[src/rtl/seg7_pkg.sv]
// seg7_pkg: shared constants and types for seven-segment display blocks.
//   NUM_DIGITS  digits on the panel
//   SEG_0..F    active-low segment patterns {g,f,e,d,c,b,a}
//   SEG_BLANK   all segments off (active-low)
//   ANODE_OFF   all anodes off (active-low)
package seg7_pkg;

  localparam int NUM_DIGITS = 8;

  localparam logic [6:0] SEG_0 = 7'h40;
  localparam logic [6:0] SEG_1 = 7'h79;
  localparam logic [6:0] SEG_2 = 7'h24;
  localparam logic [6:0] SEG_3 = 7'h30;
  localparam logic [6:0] SEG_4 = 7'h19;
  localparam logic [6:0] SEG_5 = 7'h12;
  localparam logic [6:0] SEG_6 = 7'h02;
  localparam logic [6:0] SEG_7 = 7'h78;
  localparam logic [6:0] SEG_8 = 7'h00;
  localparam logic [6:0] SEG_9 = 7'h10;
  localparam logic [6:0] SEG_A = 7'h08;
  localparam logic [6:0] SEG_B = 7'h03;
  localparam logic [6:0] SEG_C = 7'h46;
  localparam logic [6:0] SEG_D = 7'h21;
  localparam logic [6:0] SEG_E = 7'h06;
  localparam logic [6:0] SEG_F = 7'h0E;

  localparam logic [6:0]            SEG_BLANK = 7'h7F;
  localparam logic [NUM_DIGITS-1:0] ANODE_OFF = 8'hFF;

  // One frame's worth of display state, latched together so a frame never
  // mixes old and new inputs.
  typedef struct packed {
    logic [4*NUM_DIGITS-1:0] display;
    logic [NUM_DIGITS-1:0]   digit_en;
    logic [NUM_DIGITS-1:0]   dp;
  } seg7_snap_t;

  // Panel drive in active-low form (an, seg, dp).
  typedef struct packed {
    logic [NUM_DIGITS-1:0] an;
    logic [6:0]            seg;
    logic                  dp;
  } seg7_drive_t;

endpackage

[src/rtl/seg7_scan_driver_if.sv]
// seg7_scan_driver_if: display data in, panel drive out.
//   display_in   packed nibbles, nibble k on digit k
//   digit_en     per-digit enable (0 blanks the digit)
//   dp_in        per-digit decimal point (1 = lit)
//   an/seg/dp    panel drive
//   frame_start  one-cycle pulse after each snapshot
// master = source of display data / observer of the panel; slave = the driver.
interface seg7_scan_driver_if;
  import seg7_pkg::*;

  logic [4*NUM_DIGITS-1:0] display_in;
  logic [NUM_DIGITS-1:0]   digit_en;
  logic [NUM_DIGITS-1:0]   dp_in;
  logic [NUM_DIGITS-1:0]   an;
  logic [6:0]              seg;
  logic                    dp;
  logic                    frame_start;

  modport master (
    output display_in, digit_en, dp_in,
    input  an, seg, dp, frame_start
  );

  modport slave (
    input  display_in, digit_en, dp_in,
    output an, seg, dp, frame_start
  );

endinterface

[src/rtl/hex_to_seg7.sv]
// hex_to_seg7: combinational hex digit to seven-segment decoder.
//   hex_i  4-bit value
//   seg_o  active-low segments {g,f,e,d,c,b,a}; letters b and d are lowercase
module hex_to_seg7
  import seg7_pkg::*;
(
  input  logic [3:0] hex_i,
  output logic [6:0] seg_o
);

  always_comb begin
    seg_o = SEG_BLANK;
    case (hex_i)
      4'h0: seg_o = SEG_0;
      4'h1: seg_o = SEG_1;
      4'h2: seg_o = SEG_2;
      4'h3: seg_o = SEG_3;
      4'h4: seg_o = SEG_4;
      4'h5: seg_o = SEG_5;
      4'h6: seg_o = SEG_6;
      4'h7: seg_o = SEG_7;
      4'h8: seg_o = SEG_8;
      4'h9: seg_o = SEG_9;
      4'hA: seg_o = SEG_A;
      4'hB: seg_o = SEG_B;
      4'hC: seg_o = SEG_C;
      4'hD: seg_o = SEG_D;
      4'hE: seg_o = SEG_E;
      4'hF: seg_o = SEG_F;
      default: seg_o = SEG_BLANK;
    endcase
  end

endmodule

[src/rtl/seg7_scan_driver.sv]
// seg7_scan_driver: multiplexed 8-digit common-anode seven-segment driver.
//   clk, rst  clock; asynchronous active-high reset
//   bus       seg7_scan_driver_if.slave (display inputs, panel outputs)
// Parameters:
//   DIV_CNT    clocks per digit slot (>= 2)
//   BLANK_CYC  anode-off guard cycles at the start of each slot (< DIV_CNT)
//   ACTIVE_LOW 1 = active-low an/seg/dp, 0 = all three inverted
// All panel outputs are registered: one cycle behind cnt/idx/snapshot.
module seg7_scan_driver
  import seg7_pkg::*;
#(
  parameter int DIV_CNT    = 100000,
  parameter int BLANK_CYC  = 4,
  parameter bit ACTIVE_LOW = 1'b1
) (
  input  logic              clk,
  input  logic              rst,
  seg7_scan_driver_if.slave bus
);

  localparam int CW    = (DIV_CNT > 1) ? $clog2(DIV_CNT) : 1;
  localparam int IDX_W = $clog2(NUM_DIGITS);
  localparam int DRV_W = $bits(seg7_drive_t);

  localparam logic [CW-1:0]    CNT_MAX   = CW'(DIV_CNT - 1);
  localparam logic [CW-1:0]    BLANK_LIM = CW'(BLANK_CYC);
  localparam logic [IDX_W-1:0] IDX_LAST  = IDX_W'(NUM_DIGITS - 1);

  // Drive is built active-low, then flipped once here for the other polarity,
  // so the reset value follows the same inversion.
  localparam logic [DRV_W-1:0] POL_MASK = ACTIVE_LOW ? '0 : '1;
  localparam logic [DRV_W-1:0] DRV_OFF  = {ANODE_OFF, SEG_BLANK, 1'b1};

  logic [CW-1:0]    cnt_q, cnt_d;
  logic [IDX_W-1:0] idx_q, idx_d;
  logic             primed_q;
  seg7_snap_t       snap_q;
  seg7_drive_t      drv_q, drv_d;
  logic             fs_q;

  logic       tick;
  logic       cap;
  logic [3:0] nib;
  logic [6:0] nib_seg;

  assign tick = (cnt_q == CNT_MAX);
  // First edge after reset captures unconditionally; afterwards only at the
  // very end of the last digit slot, so the new frame starts on digit 0.
  assign cap  = !primed_q || (tick && idx_q == IDX_LAST);

  always_comb begin
    cnt_d = tick ? '0 : cnt_q + CW'(1);
    idx_d = tick ? idx_q + IDX_W'(1) : idx_q;
  end

  assign nib = snap_q.display[{idx_q, 2'b00} +: 4];

  hex_to_seg7 u_dec (
    .hex_i (nib),
    .seg_o (nib_seg)
  );

  always_comb begin
    drv_d.an  = ANODE_OFF;
    drv_d.seg = SEG_BLANK;
    drv_d.dp  = 1'b1;
    if (cnt_q >= BLANK_LIM && snap_q.digit_en[idx_q]) begin
      drv_d.an  = ~(NUM_DIGITS'(1) << idx_q);
      drv_d.seg = nib_seg;
      drv_d.dp  = ~snap_q.dp[idx_q];
    end
  end

  always_ff @(posedge clk or posedge rst) begin
    if (rst) begin
      cnt_q    <= '0;
      idx_q    <= '0;
      primed_q <= 1'b0;
      snap_q   <= '0;
      drv_q    <= DRV_OFF ^ POL_MASK;
      fs_q     <= 1'b0;
    end else begin
      cnt_q <= cnt_d;
      idx_q <= idx_d;
      drv_q <= drv_d ^ POL_MASK;
      fs_q  <= cap;
      if (cap) begin
        primed_q        <= 1'b1;
        snap_q.display  <= bus.display_in;
        snap_q.digit_en <= bus.digit_en;
        snap_q.dp       <= bus.dp_in;
      end
    end
  end

  assign bus.an          = drv_q.an;
  assign bus.seg         = drv_q.seg;
  assign bus.dp          = drv_q.dp;
  assign bus.frame_start = fs_q;

endmodule
[src/flat_wrapper.sv]
// flat-port wrapper written by rule: the top's interface ports become plain ports
module seg7_scan_driver_flat import seg7_pkg::*;
#(
  parameter int DIV_CNT    = 100000,
  parameter int BLANK_CYC  = 4,
  parameter bit ACTIVE_LOW = 1'b1
)
  (clk, rst, bus_display_in, bus_digit_en, bus_dp_in, bus_an, bus_seg, bus_dp, bus_frame_start);
  seg7_scan_driver_if bus_i ();
  input  logic clk;
  input  logic rst;
  input wire logic [$bits(bus_i.display_in)-1:0] bus_display_in;
  input wire logic [$bits(bus_i.digit_en)-1:0] bus_digit_en;
  input wire logic [$bits(bus_i.dp_in)-1:0] bus_dp_in;
  output wire logic [$bits(bus_i.an)-1:0] bus_an;
  output wire logic [$bits(bus_i.seg)-1:0] bus_seg;
  output wire logic [$bits(bus_i.dp)-1:0] bus_dp;
  output wire logic [$bits(bus_i.frame_start)-1:0] bus_frame_start;
  assign bus_i.display_in = bus_display_in;
  assign bus_i.digit_en = bus_digit_en;
  assign bus_i.dp_in = bus_dp_in;
  assign bus_an = bus_i.an;
  assign bus_seg = bus_i.seg;
  assign bus_dp = bus_i.dp;
  assign bus_frame_start = bus_i.frame_start;
  seg7_scan_driver #(.DIV_CNT(DIV_CNT), .BLANK_CYC(BLANK_CYC), .ACTIVE_LOW(ACTIVE_LOW)) u_core (.clk(clk), .rst(rst), .bus(bus_i));
endmodule
[config.mk]
export PLATFORM = sky130hd
export DESIGN_NAME = seg7_scan_driver_flat
export DESIGN_NICKNAME = d
export VERILOG_FILES = /design/src/rtl/seg7_pkg.sv /design/src/rtl/seg7_scan_driver_if.sv /design/src/rtl/hex_to_seg7.sv /design/src/rtl/seg7_scan_driver.sv /design/src/flat_wrapper.sv
export SDC_FILE = /design/constraint.sdc
export NUM_CORES = 1
export LEC_CHECK = 0
export CORE_ASPECT_RATIO = 0.7
export CORE_UTILIZATION = 48
export DETAILED_ROUTE_END_ITERATION = 12
export PLACE_DENSITY = 0.76
export REMOVE_ABC_BUFFERS = 1
export SLEW_MARGIN = 15
export SYNTH_ARGS = -nofsm -noshare
export SYNTH_HDL_FRONTEND = slang
export SYNTH_SLANG_ARGS = --single-unit
export TNS_END_PERCENT = 20
[constraint.sdc]
create_clock -name clk -period 2.6 [get_ports clk]
set_clock_uncertainty 0.15 [all_clocks]
set_input_delay 0.39 -clock clk [delete_from_list [all_inputs] [get_ports clk]]
set_output_delay 0.39 -clock clk [all_outputs]
set_load 0.03 [all_outputs]
==> flow_metrics.py <==
metrics = {
    "outcome": {
        "result_of_the_run": "finished with violations",
        "violations": "design-rule violations",
    },
    "grt": {
        "number_of_antenna_violations_at_the_first_check_in_global_routing": 0,
        "grt_overflow_total": 0,
        "grt_pass1_vias": 2543,
        "grt_pass1_wl_um": 13000,
        "grt_util_all_layers": 0.1949,
        "maximum_number_of_pins_on_one_net_before_global_route_repair": 46,
    },
    "setup_path": {
        "r2r_end": "u_core.bus.seg[0]",
        "ff2ff_setup_slack_ns": 0.22,
        "rr_startpoint": "u_core.idx_q[0]",
        "critical_path_arrival_ns": 2.49,
        "crit_path_start_kind": "register",
        "timing.critical_path.fanout_max": 11,
        "critPathRequiredTime_ns": 2.71,
        "endpoint_kind": "register",
        "rr_worst_depth": 7,
        "critPathKind": "reg2reg",
    },
    "finish": {
        "layoutNonFillerInstCount": 469,
        "layout-area-overhead-vs-synth_pct": 28.04,
        "drive_above_1_share": 0.2908,
        "num_antenna_cells": 0,
        "nNetsFinal": 427,
        "postLayoutCoreUtil": 0.6450,
    },
    "die": {
        "floorplan.initialDensity": 0.5038,
        "dieArea_um2": 8743,
        "std_cell_rows": 27,
        "io_pins": 67,
        "die_h_um": 78.53,
        "placeableCoreArea_um2": 7973,
        "chipWidth_um": 111.3,
    },
    "detailed_routing": {
        "drt-vias-per-instance": 5.290,
        "detailroute.via_count": 2481,
        "drt_iter0_markers": 170,
        "detail_route.drc_violations": 4,
        "routed_wirelength_um": 7606,
        "dr.pass1.iters": 8,
        "wl_per_cell_um": 16.22,
        "drtAntennaViolNets": 0,
    },
    "timing": {
        "final.period_utilization": 0.9149,
        "report.final.setup_viol": 0,
        "fin_crit_ns": 2.379,
        "relSlewSlack": 0.6199,
        "worst_slew_pin_slew_ns": 0.5658,
        "slew_violations": 0,
        "final-hold-violation-count": 0,
        "maxClockFrequency_mhz": 420.4,
        "rsz0062_at_grt": "false",
    },
    "synthesis": {
        "netlist_top_cells_count": "sky130_fd_sc_hd__dfrtp_1, sky130_fd_sc_hd__mux2_2, sky130_fd_sc_hd__nand2_1",
        "yosysUniqueCellTypes": 41,
        "postSynth.asyncResetShare": 1.000,
        "sequential_to_total_area_share_from_yosys_stat": 0.5408,
        "synth-edff-count": 0,
        "netlist_area_um2": 4016,
        "synth.ff_latch_count": 86,
        "synthesis.instances": 289,
        "post_synth_top_area_cell": "sky130_fd_sc_hd__dfrtp_1",
        "yosysTopAreaCellShare": 0.4361,
        "most_instantiated_library_cell_after_synthesis": "sky130_fd_sc_hd__dfrtp_1",
        "post_synth.cell_area_avg_um2": 13.90,
        "yosysWarnings": 0,
        "synthTopCellsByArea": "sky130_fd_sc_hd__dfrtp_1, sky130_fd_sc_hd__dfstp_2, sky130_fd_sc_hd__mux2_2",
        "ys.flop_type": "sky130_fd_sc_hd__dfrtp_1",
    },
    "job": {
        "timing.max_cap.violations": 0,
    },
    "clocking": {
        "cts_tree": "built",
        "numCtsBuffers": 9,
        "clk_lat_worst_skew_ns": 0.34,
        "cts_resized": 0,
        "postCtsSetupBuffers": 0,
        "cts-root-buf": "sky130_fd_sc_hd__clkbuf_16",
        "path_clk_slew_ns": 0.07,
        "clock-sinks": 86,
        "clockBufferDepth": 2,
        "postCtsHoldBufs": 0,
        "cts-htree-levels": 3,
    },
    "placed_design": {
        "port_buffers": 66,
        "routabilityCongestion": 0.7729,
        "post-dp-hpwl_um": 5456,
        "dp_cells": 453,
    },
    "power_and_ir_drop": {
        "power_leakage_nw": 2.204,
        "vdd_drop_max_v": 0.0002774,
        "power-per-cell-area_nw_per_um2": 636.3,
    },
    "hold_path": {
        "hp-class": "in2async",
    },
}
-- report_power, final --
group          switching (mW)  total (mW)  internal, mW
logic                   0.188       0.439         0.251
registers              0.0507        1.50          1.45
clock network           0.567        1.33         0.766
total                   0.805        3.27          2.47
-- layout make-up --
class / instances / area (um2)
Clock buffer: 9 / 225.2
Timing Repair Buffer: 76 / 760.7
Fill cell: 598 / 2830
Multi-Input combinational cell: 180 / 1734
Sequential cell: 86 / 2172
Tap cell: 101 / 126.4
Inverter: 10 / 38.79
Clock inverter: 7 / 85.08
-- registers in the layout (all words and copies together) (netlist names) --
name	cells
u_core.bus.dp	1
u_core.bus.frame_start	1
u_core.snap_q	48
u_core.cnt_q	17
u_core.bus.seg	7
u_core.idx_q	3
u_core.primed_q	1
u_core.bus.an	8
-- through the flow --
step	cell area, um2	setup TNS (ns)	hold slack, ns	total power [mW]	worst slack, ns
global route	5142	0	0.1604	3.409	0.07580
detailed placement	4832	0	0.3243	1.966	0.2113
global placement	4832	0	0.3230	1.955	0.2739
CTS	5142	0	0.1580	3.300	0.1979
floorplan	3936	-47.20	0.3058	1.774	-0.7962
finish	5142	0	0.1527	3.272	0.2214
-- worst max-delay path by stage --
| stage | start | end | cells past startpoint |
|---|---|---|---|
| final | u_core.idx_q[0] | u_core.bus.seg[0] | 7 |
| after global routing | u_core.idx_q[0] | u_core.bus.seg[0] | 7 |
| after CTS | u_core.idx_q[0] | u_core.bus.seg[0] | 7 |
| after detailed placement | u_core.idx_q[0] | u_core.bus.seg[0] | 7 |
| after global placement | u_core.idx_q[0] | u_core.bus.seg[0] | 7 |
| after floorplan | u_core.idx_q[0] | u_core.snap_q[10] | 4 |
-- cells by family after synthesis --
kind of cell | count (synthesis) | synth area share
AOI/OAI and AO/OA | 13 | 0.02617
xor gates and xnor gates | 15 | 0.03271
adders and majority gates | 14 | 0.04361
other | 1 | 0.0009337
muxes | 71 | 0.2436
DFF | 86 | 0.5408
and+or+nand+nor | 66 | 0.08287
buffers and inverters | 23 | 0.02928
-- per-layer routing --
layer	GRT usage	vias up	wire [um]
met4	0.04459	0	47
met5	0	-	0
met3	0.07104	6	384
met1	0.2893	1244	3941
met2	0.2694	57	3232
li1	-	1174	-
-- critical path, cell delays in order (launching register included) --
cell                       delay [ns]
sky130_fd_sc_hd__dfrtp_1         0.48
sky130_fd_sc_hd__buf_4           0.28
sky130_fd_sc_hd__mux4_1          0.63
sky130_fd_sc_hd__mux2i_4         0.17
sky130_fd_sc_hd__buf_4           0.20
sky130_fd_sc_hd__nand2b_1        0.12
sky130_fd_sc_hd__o22ai_1         0.17
sky130_fd_sc_hd__o21ai_1         0.10
-- layout by cell type (no fill, tap or decap), types with 2 or more instances in the layout --
cell type,n
sky130_fd_sc_hd__dfrtp_1,70
sky130_fd_sc_hd__and3_1,4
sky130_fd_sc_hd__and2_1,2
sky130_fd_sc_hd__xor2_1,7
sky130_fd_sc_hd__buf_12,2
sky130_fd_sc_hd__inv_1,8
sky130_fd_sc_hd__nor4_1,3
sky130_fd_sc_hd__mux2i_1,7
sky130_fd_sc_hd__nand2_1,23
sky130_fd_sc_hd__clkdlybuf4s50_1,66
sky130_fd_sc_hd__nor3_1,2
sky130_fd_sc_hd__mux4_2,11
sky130_fd_sc_hd__nor2_1,9
sky130_fd_sc_hd__ha_1,14
sky130_fd_sc_hd__clkbuf_16,9
sky130_fd_sc_hd__o21ai_0,2
sky130_fd_sc_hd__buf_4,8
sky130_fd_sc_hd__nand3_1,10
sky130_fd_sc_hd__xnor2_1,8
sky130_fd_sc_hd__o211ai_1,2
sky130_fd_sc_hd__nand4_1,5
sky130_fd_sc_hd__inv_6,4
sky130_fd_sc_hd__mux2_2,37
sky130_fd_sc_hd__mux2_1,4
sky130_fd_sc_hd__dfstp_2,16
sky130_fd_sc_hd__a21oi_1,2
sky130_fd_sc_hd__o221ai_1,2
sky130_fd_sc_hd__mux2_4,10
sky130_fd_sc_hd__nand2b_1,3
Power figures use the tool's default switching activity.
